### config.mk
export PLATFORM = sky130hd
export DESIGN_NAME = scoreboard_flat
export DESIGN_NICKNAME = d
export VERILOG_FILES = /design/src/rtl/scoreboard_if.sv /design/src/rtl/scoreboard.sv /design/src/flat_wrapper.sv
export SDC_FILE = /design/constraint.sdc
export NUM_CORES = 1
export LEC_CHECK = 0
export ABC_AREA = 0
export CAP_MARGIN = 20
export CORE_MARGIN = 2
export CORE_UTILIZATION = 66
export CTS_BUF_LIST = sky130_fd_sc_hd__clkbuf_8
export DETAILED_ROUTE_END_ITERATION = 6
export PLACE_DENSITY = 0.95
export SYNTH_ARGS = -nofsm -noshare
export SYNTH_HDL_FRONTEND = slang
export SYNTH_SLANG_ARGS = --single-unit
### constraint.sdc
create_clock -name clk -period 6.2 [get_ports clk]
set_clock_uncertainty 0.15 [all_clocks]
set_input_delay 1.24 -clock clk [delete_from_list [all_inputs] [get_ports clk]]
set_output_delay 1.24 -clock clk [all_outputs]
set_load 0.005 [all_outputs]
### src/rtl/scoreboard_if.sv
// Scoreboard request/observe bus: the bench drives requests and observed data.
// The scoreboard returns expected data, occupancy, and compare status.
interface scoreboard_if #(
  parameter int WIDTH = 32,
  parameter int DEPTH = 16
);
  logic                     i_req0;
  logic                     i_req1;
  logic [WIDTH-1:0]         i_data_in;
  logic [WIDTH-1:0]         i_data_obs;
  logic [WIDTH-1:0]         o_exp_data;
  logic                     o_exp_valid;
  logic [$clog2(DEPTH):0]   o_count;
  logic                     o_full;
  logic                     o_empty;
  logic                     o_mismatch;
  logic [15:0]              o_match_cnt;
  logic [15:0]              o_err_cnt;
  logic                     o_overflow;
  logic                     o_underflow;

  modport master (
    output i_req0, i_req1, i_data_in, i_data_obs,
    input  o_exp_data, o_exp_valid, o_count, o_full, o_empty, o_mismatch,
           o_match_cnt, o_err_cnt, o_overflow, o_underflow
  );

  modport slave (
    input  i_req0, i_req1, i_data_in, i_data_obs,
    output o_exp_data, o_exp_valid, o_count, o_full, o_empty, o_mismatch,
           o_match_cnt, o_err_cnt, o_overflow, o_underflow
  );
endinterface

### src/rtl/scoreboard.sv
// Reference-model scoreboard: it models a FIFO or stack, predicts popped data one cycle after the pop,
// and compares that prediction with the observed data. Rejected requests raise sticky flags.
module scoreboard #(
  parameter int WIDTH = 32,
  parameter int DEPTH = 16,
  parameter int LIFO  = 0
) (
  input  logic         clk,
  input  logic         rst,
  scoreboard_if.slave  bus
);
  localparam int AW = $clog2(DEPTH);
  localparam int CW = AW + 1;

  logic [WIDTH-1:0] r_mem [DEPTH];
  logic [AW-1:0]    r_wr_ptr;
  logic [AW-1:0]    r_rd_ptr;
  logic [CW-1:0]    r_count;
  logic             r_full;
  logic             r_empty;
  logic [WIDTH-1:0] r_exp_data;
  logic             r_exp_valid;
  logic             r_mismatch;
  logic [15:0]      r_match_cnt;
  logic [15:0]      r_err_cnt;
  logic             r_overflow;
  logic             r_underflow;

  logic             w_pop;
  logic             w_push;
  logic [AW-1:0]    w_top;
  logic [AW-1:0]    w_wr_addr;
  logic [AW-1:0]    w_rd_addr;
  logic [CW-1:0]    w_count_nxt;

  always_comb begin
    w_pop       = bus.i_req1 && !r_empty;
    w_push      = bus.i_req0 && (!r_full || w_pop);
    w_top       = r_count[AW-1:0] - AW'(1);
    w_rd_addr   = r_rd_ptr;
    w_wr_addr   = r_wr_ptr;
    // In stack mode a simultaneous push overwrites the slot being popped.
    if (LIFO != 0) begin
      w_rd_addr = w_top;
      w_wr_addr = w_pop ? w_top : r_count[AW-1:0];
    end
    w_count_nxt = r_count;
    if (w_push && !w_pop)
      w_count_nxt = r_count + CW'(1);
    else if (w_pop && !w_push)
      w_count_nxt = r_count - CW'(1);
  end

  always_ff @(posedge clk) begin
    if (w_push)
      r_mem[w_wr_addr] <= bus.i_data_in;
  end

  always_ff @(posedge clk or posedge rst) begin
    if (rst) begin
      r_wr_ptr    <= '0;
      r_rd_ptr    <= '0;
      r_count     <= '0;
      r_full      <= 1'b0;
      r_empty     <= 1'b1;
      r_exp_data  <= '0;
      r_exp_valid <= 1'b0;
      r_mismatch  <= 1'b0;
      r_match_cnt <= '0;
      r_err_cnt   <= '0;
      r_overflow  <= 1'b0;
      r_underflow <= 1'b0;
    end else begin
      r_count     <= w_count_nxt;
      r_full      <= (w_count_nxt == CW'(DEPTH));
      r_empty     <= (w_count_nxt == '0);
      if (LIFO == 0) begin
        if (w_push)
          r_wr_ptr <= r_wr_ptr + AW'(1);
        if (w_pop)
          r_rd_ptr <= r_rd_ptr + AW'(1);
      end
      r_exp_valid <= w_pop;
      if (w_pop)
        r_exp_data <= r_mem[w_rd_addr];
      if (bus.i_req0 && !w_push)
        r_overflow <= 1'b1;
      if (bus.i_req1 && !w_pop)
        r_underflow <= 1'b1;
      r_mismatch <= 1'b0;
      if (r_exp_valid) begin
        if (bus.i_data_obs == r_exp_data) begin
          if (r_match_cnt != 16'hFFFF)
            r_match_cnt <= r_match_cnt + 16'd1;
        end else begin
          r_mismatch <= 1'b1;
          if (r_err_cnt != 16'hFFFF)
            r_err_cnt <= r_err_cnt + 16'd1;
        end
      end
    end
  end

  assign bus.o_exp_data  = r_exp_data;
  assign bus.o_exp_valid = r_exp_valid;
  assign bus.o_count     = r_count;
  assign bus.o_full      = r_full;
  assign bus.o_empty     = r_empty;
  assign bus.o_mismatch  = r_mismatch;
  assign bus.o_match_cnt = r_match_cnt;
  assign bus.o_err_cnt   = r_err_cnt;
  assign bus.o_overflow  = r_overflow;
  assign bus.o_underflow = r_underflow;
endmodule

### src/flat_wrapper.sv
// flat-port wrapper written by rule: the top's interface ports become plain ports
module scoreboard_flat 
#(
  parameter int WIDTH = 32,
  parameter int DEPTH = 16,
  parameter int LIFO  = 0
)
  (clk, rst, bus_i_req0, bus_i_req1, bus_i_data_in, bus_i_data_obs, bus_o_exp_data, bus_o_exp_valid, bus_o_count, bus_o_full, bus_o_empty, bus_o_mismatch, bus_o_match_cnt, bus_o_err_cnt, bus_o_overflow, bus_o_underflow);
  scoreboard_if #(.WIDTH(WIDTH), .DEPTH(DEPTH)) bus_i ();
  input  logic clk;
  input  logic rst;
  input wire logic [$bits(bus_i.i_req0)-1:0] bus_i_req0;
  input wire logic [$bits(bus_i.i_req1)-1:0] bus_i_req1;
  input wire logic [$bits(bus_i.i_data_in)-1:0] bus_i_data_in;
  input wire logic [$bits(bus_i.i_data_obs)-1:0] bus_i_data_obs;
  output wire logic [$bits(bus_i.o_exp_data)-1:0] bus_o_exp_data;
  output wire logic [$bits(bus_i.o_exp_valid)-1:0] bus_o_exp_valid;
  output wire logic [$bits(bus_i.o_count)-1:0] bus_o_count;
  output wire logic [$bits(bus_i.o_full)-1:0] bus_o_full;
  output wire logic [$bits(bus_i.o_empty)-1:0] bus_o_empty;
  output wire logic [$bits(bus_i.o_mismatch)-1:0] bus_o_mismatch;
  output wire logic [$bits(bus_i.o_match_cnt)-1:0] bus_o_match_cnt;
  output wire logic [$bits(bus_i.o_err_cnt)-1:0] bus_o_err_cnt;
  output wire logic [$bits(bus_i.o_overflow)-1:0] bus_o_overflow;
  output wire logic [$bits(bus_i.o_underflow)-1:0] bus_o_underflow;
  assign bus_i.i_req0 = bus_i_req0;
  assign bus_i.i_req1 = bus_i_req1;
  assign bus_i.i_data_in = bus_i_data_in;
  assign bus_i.i_data_obs = bus_i_data_obs;
  assign bus_o_exp_data = bus_i.o_exp_data;
  assign bus_o_exp_valid = bus_i.o_exp_valid;
  assign bus_o_count = bus_i.o_count;
  assign bus_o_full = bus_i.o_full;
  assign bus_o_empty = bus_i.o_empty;
  assign bus_o_mismatch = bus_i.o_mismatch;
  assign bus_o_match_cnt = bus_i.o_match_cnt;
  assign bus_o_err_cnt = bus_i.o_err_cnt;
  assign bus_o_overflow = bus_i.o_overflow;
  assign bus_o_underflow = bus_i.o_underflow;
  scoreboard #(.WIDTH(WIDTH), .DEPTH(DEPTH), .LIFO(LIFO)) u_core (.clk(clk), .rst(rst), .bus(bus_i));
endmodule
## Word-level counts from Yosys, hierarchy flattened

Memories as Yosys holds them, arrays and structs flattened. A register that Yosys moved wholly into a read port is not among the register bits.
Index checks and enable logic that the tools add are counted.

- Bitwise gates (word level): 1
- Reduce and logical (&&, ||, !) cells: 14
- Muxes and demuxes: 6
- Add/subtract/negate cells: 6
- Equal/unequal tests: 4

Operator list:

| cell | number |
|---|---|
| 16-bit by 1-bit adder with 16-bit output, second input constant | 2 |
| 32-bit == test | 1 |
| 16-bit inequality test, second input constant | 2 |
| 5-bit two-way mux | 2 |
| 4-bit by 1-bit adder with 4-bit output, second input constant | 2 |
| 1-bit logical AND | 6 |
| 3-bit AND reduction | 2 |
| 5-bit by 1-bit adder with 5-bit output, second input constant | 1 |
| 5-bit == test, second input constant | 1 |
| 5-bit logical NOT | 1 |
| 5-bit by 1-bit subtractor with 5-bit output, second input constant | 1 |
| 1-bit logical NOT | 4 |
| 1-bit two-way mux | 4 |
| 1-bit logical OR | 1 |
| 1-bit inverter | 1 |

- Output and inout bits: 75
- Memories: 1
- Memory bits (writable): 512
- Input bits: 68
- Word-level logic and storage cells: 43
- Bits in registers: 51

Memory list:

| memory | depth | width | rd ports | clocked after memory_dff | write ports | line | RTL |
|---|---|---|---|---|---|---|---|
| u_core.r_mem | 16 | 32 | 1 | 1 | 1 | scoreboard.sv:15 | `logic [WIDTH-1:0] r_mem [DEPTH];` |

## Longest topological paths before layout

- Depth in word-level cells: 9
- Gate-level depth with buffers: 9
- Gate-level depth less buffers: 7

## Worst setup path before layout

No wires, ideal clock.

- Path kind: input -> register
- Start point: input port bus_i_req1
- End point: memory u_core.r_mem[3][0], enable pin
- Required time: 5589 ps
- Stages on the path: 5
- Arrival: 4254 ps
- Setup slack: 1335 ps
- Cells stage by stage: nand2b_1 > buf_6 > a21boi_1 > nand2_1 > nor3_1

- Cells in the longest elaborated chain, start to end: 5

Ends and longest elaborated chain:

| element | line | RTL |
|---|---|---|
| start: declaration | flat_wrapper.sv:13 | `input wire logic [$bits(bus_i.i_req1)-1:0] bus_i_req1;` |
| 1-bit logical AND | scoreboard.sv:37 | `w_pop = bus.i_req1 && !r_empty;` |
| 1-bit logical OR | scoreboard.sv:38 | `w_push = bus.i_req0 && (!r_full \|\| w_pop);` |
| 1-bit logical AND | scoreboard.sv:38 |  |
| 1-bit two-way mux | scoreboard.sv:55 | `if (w_push)` |
| 1-bit two-way mux (not written as such) | scoreboard.sv:56 | `r_mem[w_wr_addr] <= bus.i_data_in;` |
| end: declaration | scoreboard.sv:15 |  |

No other way between the ends.

## Final worst setup path

- Start point: input port bus_i_data_obs[24]
- End point: register u_core.r_match_cnt[8], in the netlist u_core.bus.o_match_cnt[8]

- Cells in the longest elaborated chain, start to end: 2

Ends and longest elaborated chain:

| element | line | RTL |
|---|---|---|
| start: declaration | flat_wrapper.sv:15 | `input wire logic [$bits(bus_i.i_data_obs)-1:0] bus_i_data_obs;` |
| 32-bit == test | scoreboard.sv:92 | `if (bus.i_data_obs == r_exp_data) begin` |
| 3-bit AND reduction (no source line) | -- |  |
| end signal: assignment | scoreboard.sv:94 | `r_match_cnt <= r_match_cnt + 16'd1;` |
| end: declaration | scoreboard.sv:24 | `logic [15:0] r_match_cnt;` |

No other way between the ends.
A chain may end at the register's enable or synchronous reset.

==> results.toml <==
[place]
port-buffer-count = 142
place_congestion = 0.8687
hpwl_um = 32830

[global_routing]
track_usage_pct = 32.04
grt_pass1_wl_um = 84160
grt_start_max_net_pins = 114
antenna_found_initial = 2
grt_pass1_vias = 13618
grt_busiest_layer = "met2"
grt_use_met3_pct = 7.473
grt_overflow = 0
grtUsageMet2_pct = 51.56
grt_util_met1_pct = 41.43

[synthesis]
synth_async_sr_flop_share_pct = 13.95
synth_cell_types = 56
synth_area_per_cell_um2 = 19.39
synth_edf_count = 512
synth_top_area_cell = "edfxtp_1"
synthCells = 1200
yosysMostFrequentCell = "edfxtp_1"
synth_warnings = 0
ys_ff_latch = 595
yosys.area.top_type_share_pct = 66.08
syn_area_um2 = 23270
synthTopCellsByCount = "edfxtp_1 (512), mux4_2 (108), dfrtp_1 (82), nand2_1 (74), o21ai_0 (53)"
syn-num-nets = 1277
ys.flop_type = "edfxtp_1"
ys_seq_area_share_pct = 75.01
synth_area_leaders = "edfxtp_1 (66%), mux4_2 (10%), dfrtp_1 (8.8%)"

[timing]
finalMaxSlewViolations = 0
max_freq_mhz = 225.3
tns_ns = 0
slew-limit-headroom_pct = 24.93
layout_min_cycle_time_ns = 4.439
post-route-period-util_pct = 71.60
tightest_slew_ns = 1.126
hold_violations = 0
rsz0062_at_grt = "false"
setup_viol = 0

[final_layout]
syn_to_final_growth_pct = 17.18
final_core_util_pct = 78.73
diodes = 0
nets = 1477
post_route_cells_drive_above_1_share_pct = 20.57

[min_path]
hold_depth = 1
hold_start = "u_core.bus.o_overflow"
min_to = "u_core.bus.o_overflow"
min_path_type = "reg -> reg"

[worst_setup_path]
reg2reg_to = "u_core.bus.o_match_cnt[8]"
max_stage_delay_ns = 0.98
crit_slowest_cell = "nor4b_4"
reg2regPathDepth = 6
rrSetupSlack_ns = 2.37
crit_path_start_kind = "input pin"
critPathKind = "in -> reg"
worstPathArrival_ns = 4.79
cp_max_fo = 16
r2r-start = "u_core.bus.o_exp_data[24]"
crit_chain = "clkdlybuf4s50_1 -> xor2_1 -> nor4_1 -> nand2_1 -> nor4b_4 -> nand4_1 -> xnor2_1"
endpoint_kind = "register"
worstPathRequired_ns = 6.56

[clocking]
hold_buffers = 0
clock_tree.root_cell = "clkbuf_8"
cts_setup_buffers = 0
clk_path_buf_depth = 3
cts_tree = "built"
cts_inserted_buffers = 88
clkLatencyLatePin_ns = 0.64
clk_pin_slew_ns = 0.06
cts.sinks = 595
cts_max_level = 3
post_cts_resized = 0

[die]
initial_utilization_pct = 67.19
die_y_um = 191.8
row_count = 68
core_um2 = 34630
ios = 143
die_w_um = 191.8
design.die.area_um2 = 36770

[routing]
postRouteAntennaNets = 0
post_drt_wl_per_cell_um = 31.38
drcViolationCount = 4
dr.first_iter.drc_count = 2110
vias = 13563
vias_per_cell = 7.035
routed_wl_um = 60490
drtPass1Iterations = 7

[job]
cap_violations = 0

[power]
powerDensity_nw_per_um2 = 447.7
peakVddDrop_uv = 325.4
p_leak_nw = 9.294

[status]
status = "complete, but fails checks"
violations = "design-rule violations"
[critical path: cells and delay by family]
kind	cells	cell delay (ns)
simple gates	4	2.63
buf+inv	1	0.49
xor+xnor	2	0.42
[worst max path at each step]
| stage | from | endpoint | cells past startpoint |
|---|---|---|---|
| finish | bus_i_data_obs[24] | u_core.bus.o_match_cnt[8] | 7 |
| global route | bus_i_data_obs[24] | u_core.bus.o_match_cnt[8] | 7 |
| CTS | bus_i_req0 | u_core.r_mem[3][19] | 5 |
| detailed placement | bus_i_req0 | u_core.r_mem[3][18] | 5 |
| global placement | bus_i_data_obs[24] | u_core.bus.o_match_cnt[1] | 6 |
| floorplan | bus_i_req1 | u_core.r_mem[3][0] | 5 |
[stage by stage]
step | worst slack (ns) | hold WS (ns) | total power, W | area (µm²) | instances
after floorplan | 1.335 | 0.3010 | 0.007451 | 23270 | 1200
after global routing | 1.602 | 0.3519 | 0.01257 | 27260 | 1928
final | 1.761 | 0.3229 | 0.01221 | 27260 | 1928
after detailed placement | 1.495 | 0.3097 | 0.008867 | 25300 | 1753
after CTS | 2.050 | 0.3233 | 0.01202 | 27030 | 1916
after global placement | 1.699 | 0.3008 | 0.008631 | 25220 | 1749
[where the power goes]
part	switching (W)	internal, W
clock network	0.00155	0.00163
logic	0.00204	0.00161
registers	0.000466	0.00491
total	0.00406	0.00815
[per-layer routing]
layer / up-vias / wire length, µm
met2: 1285 / 29940
met5: - / 12
met1: 6772 / 20150
met4: 2 / 3106
met3: 219 / 7282
li1: 5285 / -
[cell usage in the layout, fill, tap and decap left out, types with 14 or more instances in the layout]
cell type,netlist,final
o221ai_1,40,40
mux2i_1,40,40
clkdlybuf4s50_1,0,142
inv_1,7,35
o21ai_0,53,53
clkinv_1,0,14
clkinv_2,0,17
dfrtp_1,82,80
edfxtp_1,512,512
xnor2_1,25,25
nand2_1,74,74
xor2_1,45,45
clkbuf_8,0,94
mux4_2,108,108
[flip-flops by register name (all words and copies together), names as in the netlist]
signal                  flops
u_core.r_mem              512
u_core.bus.o_exp_data      32
u_core.bus.o_err_cnt       16
u_core.bus.o_match_cnt     16
u_core.bus.o_count          5
u_core.r_rd_ptr             4
u_core.r_wr_ptr             4
u_core.bus.o_empty          1
u_core.bus.o_exp_valid      1
u_core.bus.o_full           1
u_core.bus.o_mismatch       1
u_core.bus.o_overflow       1
u_core.bus.o_underflow      1
[cells by family (layout without fill, tap and decap cells)]
group / after synthesis / in the layout / share of synthesized area, %
adders and majority gates: 9 / 9 / 0.4840
xor gates and xnor gates: 70 / 70 / 2.635
muxes: 151 / 151 / 12.32
buffers and inverters: 68 / 341 / 1.366
DFF: 595 / 595 / 75.01
and+or+nand+nor: 178 / 178 / 4.184
AOI/OAI and AO/OA: 129 / 129 / 4.001
[layout make-up]
cell class                      count  area [µm²]
Fill cell                        1488        7365
Clock inverter                     69       436.7
Clock buffer                       94        1294
Multi-Input combinational cell    537        5609
Sequential cell                   595       17460
Tap cell                          455       569.3
Inverter                            8       33.78
Timing Repair Buffer              170        1861
Power figures use the tool's default switching activity.
